**config.mk**
```make
export PLATFORM = sky130hd
export DESIGN_NAME = regfile_write_arbiter
export DESIGN_NICKNAME = d
export VERILOG_FILES = /design/src/rtl/regfile_write_arbiter.sv
export SDC_FILE = /design/constraint.sdc
export NUM_CORES = 1
export LEC_CHECK = 0
export CAP_MARGIN = 25
export CORE_ASPECT_RATIO = 0.6
export CORE_MARGIN = 10
export CORE_UTILIZATION = 45
export CTS_CLUSTER_DIAMETER = 50
export DETAILED_ROUTE_END_ITERATION = 12
export GPL_TIMING_DRIVEN = 0
export PLACE_DENSITY = 0.95
export SYNTH_ARGS = -nofsm -noshare
export SYNTH_HDL_FRONTEND = slang
export SYNTH_SLANG_ARGS = --single-unit
```
**constraint.sdc**
```tcl
create_clock -name clk -period 2.7 [get_ports clk]
set_input_delay 0.54 -clock clk [delete_from_list [all_inputs] [get_ports clk]]
set_output_delay 0.54 -clock clk [all_outputs]
set_load 0.05 [all_outputs]
```
**src/rtl/regfile_write_arbiter.sv**
```systemverilog
// regfile_write_arbiter: round-robin sharing of the register file write port between two writeback requesters
module regfile_write_arbiter #(
  parameter int DATA_WIDTH = 32,
  parameter int ADDR_WIDTH = 5,
  parameter int NUM_REGS   = 32,
  parameter int ZERO_REG   = 1
) (
  input  logic                  clk,
  input  logic                  rst_n,
  input  logic                  stall,
  input  logic                  req0_valid,
  input  logic [ADDR_WIDTH-1:0] req0_addr,
  input  logic [DATA_WIDTH-1:0] req0_data,
  output logic                  req0_ready,
  input  logic                  req1_valid,
  input  logic [ADDR_WIDTH-1:0] req1_addr,
  input  logic [DATA_WIDTH-1:0] req1_data,
  output logic                  req1_ready,
  output logic [NUM_REGS-1:0]   wr_en,
  output logic [DATA_WIDTH-1:0] wr_data,
  output logic                  fwd_valid,
  output logic [ADDR_WIDTH-1:0] fwd_addr,
  output logic                  grant_id
);
  logic                  prio;
  logic                  grant;
  logic                  gid;
  logic                  keep;
  logic [ADDR_WIDTH-1:0] g_addr;
  logic [DATA_WIDTH-1:0] g_data;
  always_comb begin
    req0_ready = rst_n && !stall && req0_valid && (!req1_valid || !prio);
    req1_ready = rst_n && !stall && req1_valid && (!req0_valid || prio);
    grant      = req0_ready || req1_ready;
    gid        = req1_ready;
    g_addr     = gid ? req1_addr : req0_addr;
    g_data     = gid ? req1_data : req0_data;
    // out-of-range and hardwired-zero targets complete the handshake but never write
    keep       = (32'(g_addr) < NUM_REGS) && !(ZERO_REG != 0 && g_addr == '0);
  end
  always_ff @(posedge clk or negedge rst_n) begin
    if (!rst_n) begin
      prio      <= 1'b0;
      wr_en     <= '0;
      wr_data   <= '0;
      fwd_valid <= 1'b0;
      fwd_addr  <= '0;
      grant_id  <= 1'b0;
    end else begin
      wr_en     <= (grant && keep) ? (NUM_REGS'(1) << g_addr) : '0;
      fwd_valid <= grant && keep;
      if (grant) begin
        prio     <= ~gid;
        wr_data  <= g_data;
        fwd_addr <= g_addr;
        grant_id <= gid;
      end
    end
  end
endmodule

```
; Word level (Yosys, flattened, before mapping)
; Index checks and enable logic that the tools add are counted.
; W data, S select, Z words.
[totals]
regBits = 72
inputBits = 79
out_inout_bits = 73
word_cells = 26
[classes]
n_reduce_logical = 15
shifts = 1
n_bitwise = 1
n_mux = 3
[op_table]
columns = cell, count
row1 = $mux W32, 2
row2 = $shl A1 B5 Y32 const A, 1
row3 = $logic_and A1 B1 Y1, 6
row4 = $logic_not A1 Y1, 5
row5 = $logic_not A5 Y1, 1
row6 = $mux W5, 1
row7 = $logic_or A1 B1 Y1, 3
row8 = $not A1 Y1, 1

; Logic depth before layout (Yosys ltp)
[depth]
ltp_word = 9
depth_mapped = 6
ltp_nobuf = 4

; Least setup slack after synthesis
; Ideal clock, no wire load.
[synth_path]
path_type = input-to-output
from = input stall
to = output req1_ready
required_ps = 2160
t_arrival_ps = 1393
n_path_buf = 2
path_slack_ps = 767
cell_stages = 5
path_cell_list = and3b_1 > buf_4 > buf_4 > nand2_1 > inv_2
[synth_between]
elab_chain_cells = 4
[synth_lines]
columns = item, line_no
row1 = "start, declared", 10  ; input logic stall,
row2 = $logic_not A1 Y1, 33  ; req1_ready = rst_n && !stall && req1_valid && (!req0_valid || prio);
row3 = $logic_and A1 B1 Y1 (3 in series), 33
row4 = "end, declared", 18  ; output logic req1_ready,
; Every way passes these cells.

; Worst setup path in the final report
[layout_path]
from = input req0_valid
to = output req1_ready
[layout_between]
elab_chain_cells = 3
[layout_lines]
columns = item, line_no
row1 = "start, declared", 11  ; input logic req0_valid,
row2 = $logic_not A1 Y1, 33
row3 = $logic_or A1 B1 Y1, 33
row4 = $logic_and A1 B1 Y1, 33
; Every way passes these cells.

==> results by group <==
Synthesis
  • Top-area cell type share of the netlist area: 55.1%
  • Netlist cell types: 43
  • Synth Instances: 262
  • Synth Cell Area: 3270 um^2
  • Post-synthesis register bit count: 72
  • Synth Net Count: 341
  • Count leader, synth: dfrtp_1
  • Yosys Warn Count: 0
  • Register area share after synthesis: 55.1%
  • Number of synthesized flops with an enable pin: 0
  • Synth top area cells: dfrtp_1 55%, a221o_1 9.8%, and3_1 6.1%, a22oi_1 4.8%, a22oi_2 3.8%
  • Synth top cells by count: 72 x dfrtp_1, 32 x a221o_1, 32 x and3_1
  • Synthesized area per cell: 12.5 um^2
  • Asr flop ratio synth: 100%
  • Synth area leader: dfrtp_1
  • Top_reg_cell synth: dfrtp_1

Global route
  • Total global-route track usage: 21.9%
  • GR Overflow Total: 0
  • Vias in the first global route: 3280
  • Largest net degree at the start of global routing: 32
  • Initial antenna violation count: 0
  • First-pass GRT wire length: 19000 um

Final layout
  • P&R area growth vs syn: 61.5%
  • Fin nets: 504
  • N_diodes: 0
  • Layout cell share with drive strength beyond 1: 13.5%
  • Filler-free cell count of the finished design: 517

Flow run
  • Max Cap Viol: 0

Clock network
  • Total CTS buffers: 9
  • Clk buf depth: 2
  • CTS tree: yes
  • Clk root buf: clkbuf_16
  • Postcts setup bufs: 0
  • Clock slew at reported path FFs: 0.06 ns
  • CTS Sinks: 72
  • Worst-Skew Late Latency: 0.33 ns
  • Max H-tree Level: 3

Floorplan
  • Core ar.: 6850 um^2
  • Initial Utilization: 47.7%
  • Die area: 11200 um^2
  • # rows: 23
  • Die Ht: 86.0 um
  • Die W: 130 um
  • Top-Level Pins: 152

Place
  • Dpl hpwl: 9180 um
  • DP Worst Slack: -0.809 ns
  • Routability Congestion: 0.944
  • # placed instances: 501
  • Port bufs: 151

STA
  • Fin. Hold Viols: 0
  • Final period util: 96.5%
  • Endpoints failing setup: 0
  • Hold_ws: 0.0586 ns
  • Final Critical Period: 2.61 ns
  • Headroom to the max-slew limit: 63.4%
  • RSZ-0062 raised after global routing: no
  • Worst Skew: 0.00380 ns
  • Fmax: 0.384 GHz
  • Fin. max-slew vios: 0
  • Slew at the pin closest to its max-slew limit: 0.547 ns
  • Worst setup margin: 0.0950 ns

Power
  • Int Pwr: 2.56 mW
  • Static Leak: 2.30 nW
  • Flop pwr share: 33.6%
  • Power per cell area: 745 nW/um^2
  • Worst vdd ir: 0.440 mV
  • Net load switching power: 1.38 mW
  • Clock Power Share: 32.6%
  • Sw Share: 35.0%
  • Comb pwr share: 33.8%

Setup path
  • R2R setup slack: 1.05 ns
  • CP peak stage delay: 0.53 ns
  • Startpoint types: primary input
  • Crit path kind: in -> out
  • Worst endpoint required time: 2.16 ns
  • Critical Path End Type: output port
  • R2R Path End: wr_en[6]
  • Reg2reg start: prio
  • Cells along the critical path: clkdlybuf4s50_1 > nand2b_1 > buf_2 > buf_6 > nand2_2 > inv_2 > clkbuf_4
  • CP arrival: 2.07 ns
  • Worst path slowest cell: clkdlybuf4s50_1
  • Reg2Reg Depth: 5
  • Max FO, Critical Path: 10

Route
  • DRT iter0 DRCs: 366
  • Avg WL per Cell: 23.8 um
  • Remaining DRCs: 0
  • Post-Route WL: 12300 um
  • Routed Antenna Nets: 0
  • Vias per cell: 6.13
  • Number of detailed-route iterations in the first pass: 5
  • Via count: 3167

Hold path
  • Min-delay worst type: in -> async

Outcome
  • Outcome: complete, no violations
cells by family (layout without fill, tap and decap cells):
| group | Yosys count | after routing | synth area share (%) |
|---|---|---|---|
| other | 1 | 1 | 0.115 |
| AOI/OAI and AO/OA | 86 | 86 | 23.7 |
| and+or+nand+nor | 78 | 78 | 17.1 |
| buffers and inverters | 25 | 193 | 3.98 |
| DFF | 72 | 72 | 55.1 |
through the flow:
step                      power [mW]  utilization [%]  instance area (um^2)  setup TNS [ns]
final                           3.93             77.1                  5280               0
after floorplan                 2.09                -                  3270               0
after detailed placement        2.64             71.8                  4910           -1.61
after global placement          2.61             71.4                  4890         -257.67
after global routing            4.08             77.1                  5280               0
after CTS                       3.94             76.9                  5270               0
power groups by stage:
| stage | sequential (mW) | clock, mW | combinational, mW |
|---|---|---|---|
| floorplan | 1.83 | 0 | 0.259 |
| global placement | 1.32 | 0 | 1.29 |
| detailed placement | 1.33 | 0 | 1.31 |
| CTS | 1.32 | 1.29 | 1.33 |
| global route | 1.34 | 1.35 | 1.39 |
| finish | 1.32 | 1.28 | 1.33 |
repair_timing:
action                                  CTS  global route
endpoints found under the setup margin    2             2
hold buffers                              0             0
hold endpoints to repair                  0             0
cloned                                    1             0
resized for setup                        14             5
critical path, delay by kind of cell:
family                 cells  cell delay (ns)
buffers and inverters      5             1.26
and+or+nand+nor            2             0.26
state kept, by name, indices dropped and copies added, names as in the netlist:
name / flops
wr_data: 32
wr_en: 32
fwd_addr: 5
fwd_valid: 1
grant_id: 1
prio: 1
cell type report:
type,count,area (um^2)
Timing Repair Buffer,153,1570
Buffer,20,114
Clock inverter,6,82.6
Clock buffer,10,239
Tap cell,87,109
Fill cell,443,1570
Sequential cell,72,1800
Inverter,4,15.0
Multi-Input combinational cell,165,1350
how the worst max path moves through the flow:
stage	from	end	slack [ns]	depth (start not counted)
after CTS	req0_valid	req0_ready	0.01	5
after detailed placement	rst_n	req1_ready	-0.81	8
after global routing	req0_valid	req1_ready	0.02	7
after floorplan	stall	req1_ready	0.77	5
after global placement	rst_n	req1_ready	-3.20	7
final	req0_valid	req1_ready	0.09	7
layout by cell type, fill, tap and decap left out, types with 2 or more instances in the layout:
cell,count
buf_2,7
bufinv_16,2
nand4b_1,2
nand4_1,4
o2111ai_1,6
clkinv_2,3
nand2_1,4
o21ai_0,6
clkbuf_1,7
a22oi_1,21
nor2b_1,2
nand4b_4,2
dfrtp_1,72
a22oi_2,10
and3_1,32
a221o_1,32
nor3_1,7
buf_6,2
buf_4,4
a31oi_1,5
nand3b_1,2
clkdlybuf4s50_1,148
clkbuf_4,2
inv_1,3
nand3_1,3
or3_1,3
clkbuf_16,9
nor2_1,3
per-layer routing:
| layer | track usage (%) | vias up | wire length (um) |
|---|---|---|---|
| li1 | - | 1382 | - |
| met1 | 27.5 | 1573 | 5070 |
| met2 | 32.9 | 187 | 5560 |
| met3 | 9.40 | 25 | 1390 |
| met4 | 7.52 | 0 | 265 |
| met5 | 0 | - | 0 |
(Power assumes the default switching activity.)
